`src/rtl/sounder_pkg.sv`:
```
// Shared types and defaults for the channel-sounder receive sequencer.
package sounder_pkg;

    localparam int CW_DEFAULT      = 16;
    localparam int DEG_MIN_DEFAULT = 2;
    localparam int DEG_MAX_DEFAULT = 16;

    typedef enum logic [1:0] {
        ST_IDLE = 2'd0,
        ST_SUM  = 2'd1,
        ST_DUMP = 2'd2
    } state_e;

    // PN sequence length N = 2^degree - 1.
    function automatic logic [31:0] pn_length(input logic [4:0] degree);
        return (32'd1 << degree) - 32'd1;
    endfunction

endpackage

```
`src/rtl/sounder_chip_counter.sv`:
```
// Modulo counter: counts 0..last_i, wraps to 0, clr_i reloads zero.
module sounder_chip_counter
    import sounder_pkg::*;
#(
    parameter int CW = CW_DEFAULT
) (
    input  logic          clk_i,
    input  logic          rst_n_i,
    input  logic          clr_i,
    input  logic          inc_i,
    input  logic [CW-1:0] last_i,
    output logic [CW-1:0] cnt_o,
    output logic          tc_o
);

    logic [CW-1:0] cnt_d, cnt_q;

    always_comb begin
        // NOTE: assign a default first so every path drives cnt_d; otherwise a latch is inferred.
        cnt_d = cnt_q;
        if (clr_i) begin
            cnt_d = '0;
        end else if (inc_i) begin
            cnt_d = (cnt_q == last_i) ? '0 : cnt_q + 1'b1;
        end
    end

    always_ff @(posedge clk_i or negedge rst_n_i) begin
        // NOTE: non-blocking assignments keep all flops updating from pre-edge values.
        if (!rst_n_i) begin
            cnt_q <= '0;
        end else begin
            cnt_q <= cnt_d;
        end
    end

    assign cnt_o = cnt_q;
    assign tc_o  = (cnt_q == last_i);

endmodule

```
`src/rtl/sounder_seq.sv`:
```
// Receive-side sequencer: per-cycle strobes for the sliding correlator,
// one PN period of integration per lag, with Rx FIFO overrun accounting.
module sounder_seq
    import sounder_pkg::*;
#(
    parameter int CW      = CW_DEFAULT,
    parameter int DEG_MIN = DEG_MIN_DEFAULT,
    parameter int DEG_MAX = DEG_MAX_DEFAULT
) (
    input  logic          clk_i,
    input  logic          rst_n_i,
    input  logic          transmit_i,
    input  logic          receive_i,
    input  logic [4:0]    degree_i,
    input  logic          rx_full_i,
    input  logic          clr_i,
    output logic          tx_strobe_o,
    output logic          sum_strobe_o,
    output logic          ref_strobe_o,
    output logic          rx_strobe_o,
    output logic          frame_o,
    output logic [CW-1:0] lag_o,
    output logic          busy_o,
    output logic          overrun_o,
    output logic          cfg_err_o
);

    localparam logic [4:0] DEG_LO = 5'(DEG_MIN);
    localparam logic [4:0] DEG_HI = 5'(DEG_MAX);

    state_e        state_d, state_q;
    logic [CW-1:0] n_last_d, n_last_q;
    logic          tx_strobe_d, tx_strobe_q;
    logic          sum_strobe_d, sum_strobe_q;
    logic          ref_strobe_d, ref_strobe_q;
    logic          rx_strobe_d, rx_strobe_q;
    logic          frame_d, frame_q;
    logic [CW-1:0] lag_d, lag_q;
    logic          busy_d, busy_q;
    logic          overrun_d, overrun_q;
    logic          cfg_err_d, cfg_err_q;

    logic          deg_ok;
    logic [CW-1:0] chip_cnt, lag_cnt;
    logic          chip_tc, lag_tc;

    assign deg_ok = (degree_i >= DEG_LO) && (degree_i <= DEG_HI);

    sounder_chip_counter #(.CW(CW)) u_chip_cnt (
        .clk_i   (clk_i),
        .rst_n_i (rst_n_i),
        .clr_i   (state_q != ST_SUM),
        .inc_i   (state_q == ST_SUM),
        .last_i  (n_last_q),
        .cnt_o   (chip_cnt),
        .tc_o    (chip_tc)
    );

    // The lag only advances on a DUMP that completes; an abort leaves it for IDLE to clear.
    sounder_chip_counter #(.CW(CW)) u_lag_cnt (
        .clk_i   (clk_i),
        .rst_n_i (rst_n_i),
        .clr_i   (state_q == ST_IDLE),
        .inc_i   ((state_q == ST_DUMP) && receive_i),
        .last_i  (n_last_q),
        .cnt_o   (lag_cnt),
        .tc_o    (lag_tc)
    );

    always_comb begin
        state_d     = state_q;
        n_last_d    = n_last_q;
        rx_strobe_d = 1'b0;
        frame_d     = 1'b0;
        lag_d       = lag_q;
        overrun_d   = overrun_q;
        cfg_err_d   = cfg_err_q;

        // Clear is applied first so a same-cycle set below wins.
        if (clr_i) begin
            overrun_d = 1'b0;
            cfg_err_d = 1'b0;
        end

        unique case (state_q)
            ST_IDLE: begin
                if (receive_i) begin
                    if (deg_ok) begin
                        state_d  = ST_SUM;
                        n_last_d = CW'(pn_length(degree_i) - 32'd1);
                    end else begin
                        cfg_err_d = 1'b1;
                    end
                end
            end
            ST_SUM: begin
                if (!receive_i) begin
                    state_d = ST_IDLE;
                end else if (chip_tc) begin
                    state_d = ST_DUMP;
                end
            end
            ST_DUMP: begin
                if (!receive_i) begin
                    state_d = ST_IDLE;
                end else begin
                    state_d = ST_SUM;
                    lag_d   = lag_cnt;
                    frame_d = lag_tc;
                    if (rx_full_i) begin
                        overrun_d = 1'b1;
                    end else begin
                        rx_strobe_d = 1'b1;
                    end
                end
            end
            default: state_d = ST_IDLE;
        endcase

        tx_strobe_d  = transmit_i;
        sum_strobe_d = (state_d == ST_SUM);
        ref_strobe_d = (state_d == ST_SUM);
        busy_d       = (state_d != ST_IDLE);
    end

    always_ff @(posedge clk_i or negedge rst_n_i) begin
        if (!rst_n_i) begin
            state_q      <= ST_IDLE;
            n_last_q     <= '0;
            tx_strobe_q  <= 1'b0;
            sum_strobe_q <= 1'b0;
            ref_strobe_q <= 1'b0;
            rx_strobe_q  <= 1'b0;
            frame_q      <= 1'b0;
            lag_q        <= '0;
            busy_q       <= 1'b0;
            overrun_q    <= 1'b0;
            cfg_err_q    <= 1'b0;
        end else begin
            state_q      <= state_d;
            n_last_q     <= n_last_d;
            tx_strobe_q  <= tx_strobe_d;
            sum_strobe_q <= sum_strobe_d;
            ref_strobe_q <= ref_strobe_d;
            rx_strobe_q  <= rx_strobe_d;
            frame_q      <= frame_d;
            lag_q        <= lag_d;
            busy_q       <= busy_d;
            overrun_q    <= overrun_d;
            cfg_err_q    <= cfg_err_d;
        end
    end

    assign tx_strobe_o  = tx_strobe_q;
    assign sum_strobe_o = sum_strobe_q;
    assign ref_strobe_o = ref_strobe_q;
    assign rx_strobe_o  = rx_strobe_q;
    assign frame_o      = frame_q;
    assign lag_o        = lag_q;
    assign busy_o       = busy_q;
    assign overrun_o    = overrun_q;
    assign cfg_err_o    = cfg_err_q;

endmodule
```
`config.mk`:
```
export PLATFORM = sky130hd
export DESIGN_NAME = sounder_seq
export DESIGN_NICKNAME = d
export VERILOG_FILES = /design/src/rtl/sounder_pkg.sv /design/src/rtl/sounder_chip_counter.sv /design/src/rtl/sounder_seq.sv
export SDC_FILE = /design/constraint.sdc
export NUM_CORES = 1
export LEC_CHECK = 0
export BUFFER_PORTS_ARGS = -buffer_cell sky130_fd_sc_hd__clkbuf_2
export CAP_MARGIN = 5
export CORE_ASPECT_RATIO = 0.7
export CORE_UTILIZATION = 50
export DETAILED_ROUTE_END_ITERATION = 7
export GPL_TIMING_DRIVEN = 0
export PLACE_DENSITY = 0.74
export SYNTH_ARGS = -nofsm -noshare
export SYNTH_HDL_FRONTEND = slang
export SYNTH_SLANG_ARGS = --single-unit
```
`constraint.sdc`:
```
create_clock -name clk_i -period 1.9 [get_ports clk_i]
set_clock_uncertainty 0.1 [all_clocks]
set_input_delay 0.095 -clock clk_i [delete_from_list [all_inputs] [get_ports clk_i]]
set_output_delay 0.095 -clock clk_i [all_outputs]
set_load 0.02 [all_outputs]
```
After elaboration in Yosys (flattened, before gate mapping)
Index checks and enable logic that the tools add are counted.
{"block": "totals", "output_inout_bits": 24, "romBits": 0, "n_memories": 0, "latch_bits": 0, "ramBits": 0, "word_cells": 58, "register_bits": 73}
{"block": "classes", "n_mux": 25, "bitwise_logic": 0, "n_lt_le_gt_ge": 2, "div": 0, "mul": 0, "shift": 1, "addsub": 4, "n_eq_ne": 6, "n_reduce_logical": 8}
{"operator": "$mux 16", "count": 6}
{"operator": "$add 16x1->16 const B", "count": 2}
{"operator": "$eq 16x16->1", "count": 2}
{"operator": "$sub 16x1->16 const B", "count": 2}
{"operator": "$shl 1x5->16 const A", "count": 1}
{"operator": "$mux 1", "count": 14}
{"operator": "$mux 2", "count": 4}
{"operator": "$pmux 2 s3", "count": 1}
{"operator": "$reduce_bool 2->1", "count": 3}
{"operator": "$ge 5x2->1 const B", "count": 1}
{"operator": "$le 5x5->1 const B", "count": 1}
{"operator": "$eq 2x1->1 const B", "count": 2}
{"operator": "$reduce_and 3->1", "count": 1}
{"operator": "$eq 2x2->1 const B", "count": 1}
{"operator": "$logic_and 1x1->1", "count": 2}
{"operator": "$logic_not 2->1", "count": 1}
{"operator": "$ne 2x1->1 const B", "count": 1}
{"operator": "$reduce_and 2->1", "count": 1}

Depth between registers and ports, before layout
{"block": "depth", "word_depth": 6, "depth_mapped": 10}

Cells and area by module
A second synthesis with hierarchy kept.
{"block": "unflattened", "hier_cells": 448, "hier_area_um2": 4438.0}
{"module": "sounder_chip_counter", "seq_area_each_um2": 400.4, "cells_each": 129, "area_each_um2": 1256.2, "instances": 2}
{"module": "sounder_seq", "seq_area_each_um2": 1026.0, "cells_each": 190, "area_each_um2": 1925.6, "instances": 1}

Worst setup path before layout
No wires, ideal clock.
{"block": "synth_path", "path_kind": "in2reg", "from": "in degree_i[2]", "to": "reg n_last_q[5]", "path_buffers": 2, "setup_slack_ns": 0.077, "t_arrival_ns": 1.640, "setup_ns": 0.083, "stages": 9, "cell_sequence": "clkbuf_1 -> nor3_1 -> nand3_1 -> ha_1 -> clkbuf_1 -> nand2b_1 -> nor3_1 -> a22oi_1 -> o21ai_0"}
{"block": "synth_between", "elab_chain_cells": 3, "elab_cells_between_ends": 7}
{"element": "start, declared", "line": "sounder_seq.sv:14", "rtl": "input logic [4:0] degree_i,"}
{"element": "$shl 1x5->16 (tied with other cells)", "line": "sounder_pkg.sv:16", "rtl": "return (32'd1 << degree) - 32'd1;"}
{"element": "$sub 16x1->16 or $logic_and 1x1->1 (tied branches)", "line": "sounder_pkg.sv:16, sounder_seq.sv:47"}
{"element": "$sub 16x1->16 or $reduce_and 3->1 (tied branches)"}
{"element": "end signal, assigned", "line": "sounder_seq.sv:141", "rtl": "n_last_q <= n_last_d;"}
{"element": "end, declared", "line": "sounder_seq.sv:32", "rtl": "logic [CW-1:0] n_last_d, n_last_q;"}
Several ways; a longest one is shown, not always the timed one.
A chain may end at the register's enable or synchronous reset.

Worst setup path after layout
{"block": "layout_path", "from": "reg u_lag_cnt.cnt_q[9], in the netlist u_lag_cnt.cnt_o[9]", "to": "reg u_lag_cnt.cnt_q[15], in the netlist u_lag_cnt.cnt_o[15]"}
{"block": "layout_between", "elab_chain_cells": 4, "elab_cells_between_ends": 5}
{"element": "start, declared", "line": "sounder_chip_counter.sv:16", "rtl": "logic [CW-1:0] cnt_d, cnt_q;"}
{"element": "start signal, assigned", "line": "sounder_chip_counter.sv:33", "rtl": "cnt_q <= cnt_d;"}
{"element": "$add 16x1->16 or $eq 16x16->1 (tied branches)", "line": "sounder_chip_counter.sv:24", "rtl": "cnt_d = (cnt_q == last_i) ? '0 : cnt_q + 1'b1;"}
{"element": "$mux 16 (*)", "line": "sounder_chip_counter.sv:24"}
{"element": "$mux 16 (*)", "line": "sounder_chip_counter.sv:23", "rtl": "end else if (inc_i) begin"}
{"element": "$mux 16 (*)", "line": "sounder_chip_counter.sv:21", "rtl": "if (clr_i) begin"}
Mark *: on every way between the ends. The rest lies on a longest branch, timed or not. The select of a mux whose other input is x is not followed.

==> key figures <==
Timing
  – Hold_ws: 0.117 ns
  – Tcrit/Tclk final: 1.02
  – Hold Vio Cnt, Final: 0
  – Max-Slew Margin vs Limit: 0.698
  – Final worst slack: -0.0360 ns
  – Worst Tran Pin Value: between 0.4 and 0.5 ns
  – Final setup viols: 11
  – Final worst path period need: 1.94 ns
  – Max frequency: slightly above 0.5 GHz
  – RSZ-0062 raised after global routing: true
  – Setup TNS: -0.178 ns
  – Final Max Slew Viols: 0

Pwr
  – Clk pwr share: 0.374
  – Sw Pwr: 1020 uW
  – P_int: 2710 uW
  – PwrDens: 787 mW/mm^2
  – Logic pwr share: 0.144
  – Power Total: 3730 uW
  – LEAKAGE: 0.00222 uW
  – Sw Ratio: 0.273
  – VDD IR-drop max: 462 uV
  – Sequential Power Share: 0.481

Critical path
  – Critical path type: reg -> reg
  – CP Max Fanout: 8
  – CP endpoint kind: flop
  – Worst R2R Path Depth: 6
  – Setup crit start kind: flop
  – R2R Path Start: u_lag_cnt.cnt_o[9]$_DFFE_PN0P_
  – Slowest stage delay, CP: 0.48 ns
  – Worst EP required: between 2 and 2.5 ns
  – Critical R2R Capture: u_lag_cnt.cnt_o[15]$_DFFE_PN0P_
  – Slowest cell on crit path: dfrtp_1
  – CP Launch Point: u_lag_cnt.cnt_o[9]$_DFFE_PN0P_
  – Worst Setup EP: u_lag_cnt.cnt_o[15]$_DFFE_PN0P_
  – Arrival time worst endpoint: 2.09 ns
  – FF-to-FF setup slack: -0.04 ns
  – Crit-path cells: xor2_1 -> nor4_2 -> nand4_1 -> buf_6 -> a31o_4 -> a22o_1

Synth
  – Cells taking the most area after synthesis: dfrtp_1, nand2_1, xor2_1
  – Top cell type's share of synthesized area: 0.469
  – Synthesized net count: 442
  – Sequential fraction of the synthesis area: 0.469
  – Syn. warnings: 0
  – Avg Cell Area, Syn: 9.10 um^2
  – Synth top cells by count: nand2_1, dfrtp_1, nor2_1, xor2_1, xnor2_1
  – Post-synth EDFFs: 0
  – Synth unique cells: 53
  – Seq cells post-synth: 73
  – Most common cell in the netlist: nand2_1
  – Ys flop type: dfrtp_1
  – Gate Count Post-Synth: 428
  – Syn Std Cell Area: 0.00389 mm^2
  – Synth area leader: dfrtp_1
  – Post-synth ARST share: 1.00

Clock tree
  – CTS tree: done
  – Clk pin slew, worst setup/hold paths: 0.08 ns
  – Root buf cell: clkbuf_8
  – Worst skew pair latency: 0.36 ns
  – H-tree level count: 3
  – Max clock buf depth: 2
  – TritonCTS sink count: 73
  – CTS buffer count: 9

Drt
  – Post-route ant nets: 0
  – First-pass detailed-route iteration total: 5
  – Final WL: 9680 um
  – Post-DR wirelength/cell: 16.5 um
  – Drt first-iter violations: approximately 260
  – Via count: 3324
  – Vias/cell: 5.65
  – Drt drc: 0

Run status
  – Failing checks: negative setup slack
  – Outcome: complete, but fails checks

Floorplanning
  – Starting Density: 0.525
  – Die area: 0.00815 mm^2
  – Die H: 75.8 um
  – Cell row count: 26
  – Die Width: 107 um
  – Io pins: 35
  – Core ar.: 0.00742 mm^2

Run
  – Max_cap viols: 0

Final layout
  – FILL cells: 612
  – Area delta synth->final: 21.6%
  – ANT cells: 0
  – Final nets: 499
  – Layout Utilization: 0.639
  – Share of cells above drive strength 1: 0.269

Place
  – Post-DP HPWL: 6760 um
  – RePlAce Congestion: 0.898
  – IO buf count: 34
  – Pre-CTS setup slack: -0.392 ns

Global routing
  – Pin count of the biggest net entering global routing: 42
  – First-pass GRT wire length: approximately 15000 um
  – Met3 usage in global routing: 0.0744
  – Vias in the first global route: 2867
  – GRT met1 Usage: 0.383
  – Total track usage: 0.253
  – Gr busiest metal: met1
  – Met2 GRT Util: 0.344
  – Total grt overflow: 0
  – Antenna violations before repair: 0

Min path
  – Hold Path Class: in -> reg
-- sequential cells by signal (all words and copies together) (netlist names) --
name / flops
tx_strobe_o: 1
state_q: 2
u_lag_cnt.cnt_o: 16
ref_strobe_o: 1
rx_strobe_o: 1
cfg_err_o: 1
busy_o: 1
frame_o: 1
u_chip_cnt.cnt_o: 16
lag_o: 16
n_last_q: 16
overrun_o: 1
-- logic make-up (layout without fill, tap and decap cells) --
kind of cell	count (synthesis)	count (layout)	synth area share
AND/OR/NAND/NOR	197	197	0.239
adder cells (fa/ha/maj)	3	3	0.00964
XOR/XNOR	48	48	0.110
AO/OA/AOI/OAI	65	65	0.113
flip-flops	73	73	0.469
buffers and inverters	39	101	0.0511
multiplexers	3	3	0.00803
-- power groups by stage --
stage	logic (uW)	clock network, uW	registers (uW)
6_report	538	1400	1790
4_1_cts	516	1420	1780
3_3_place_gp	446	0	1800
2_1_floorplan	323	0	1770
5_1_grt	601	1490	1800
3_5_place_dp	467	0	1810
-- layer usage --
layer  share of wire  vias up
met2            0.40      135
met3           0.086       10
met1            0.50     1602
met5               0        -
met4           0.012        0
li1                -     1577
-- worst min path at each step --
stage | from | endpoint | slack (ns) | cells past startpoint
global placement | transmit_i | tx_strobe_o$_DFF_PN0_ | 0.11 | 1
CTS | degree_i[0] | n_last_q[7]$_DFFE_PN0P_ | 0.10 | 3
floorplan | rst_n_i | busy_o$_DFF_PN0_ | -0.30 | 0
finish | degree_i[0] | n_last_q[7]$_DFFE_PN0P_ | 0.12 | 3
global route | degree_i[0] | n_last_q[7]$_DFFE_PN0P_ | 0.16 | 3
detailed placement | rst_n_i | tx_strobe_o$_DFF_PN0_ | 0.002 | 1
-- through the flow --
stage	cell area, um^2	cells
after floorplan	3890	428
after global placement	4190	560
after detailed placement	4210	561
final	4740	588
after CTS	4610	584
after global routing	4740	588
-- cell usage in the layout, fill, tap and decap left out, types with 4 or more instances in the layout --
master	Yosys	layout
nand2b_1	7	6
buf_4	1	13
o21ai_0	21	19
nor2_1	43	42
dfrtp_2	0	18
a22o_1	6	6
clkbuf_2	2	43
dlygate4sd3_1	0	5
a21oi_1	4	4
inv_1	9	9
and3_1	5	5
clkbuf_8	0	11
dfrtp_1	73	55
xnor2_1	23	20
xor2_1	24	24
nand3_1	17	17
nor4_2	1	5
nand4_1	12	12
a31oi_1	9	8
buf_6	5	8
nand2_1	81	80
-- worst max-delay path: cells and delay by family (launching register included) --
family | cells | cell delay (ns)
AND/OR/NAND/NOR | 2 | 0.46
AO/OA/AOI/OAI | 2 | 0.40
XOR/XNOR | 1 | 0.19
flip-flops | 1 | 0.48
buffers and inverters | 1 | 0.19
-- area by class of cell --
class                      instances  area [um^2]  area share
buffer                            23          163      0.0343
clock buffer                      11          151      0.0320
clock inverter                     5         77.6      0.0164
inverter                           9         33.8     0.00713
multi-input combinational        316         2000       0.421
sequential                        73         1850       0.390
tap                               98          123      0.0259
timing repair buffer              53          344      0.0726
-- what timing repair did --
action	CTS	global route
gates resized for setup	30	35
endpoints found under the hold margin	43	0
hold buffers	5	0
pin swaps	8	11
setup buffers	7	6
endpoints found under the setup margin	49	58
(Power assumes the default switching activity.)
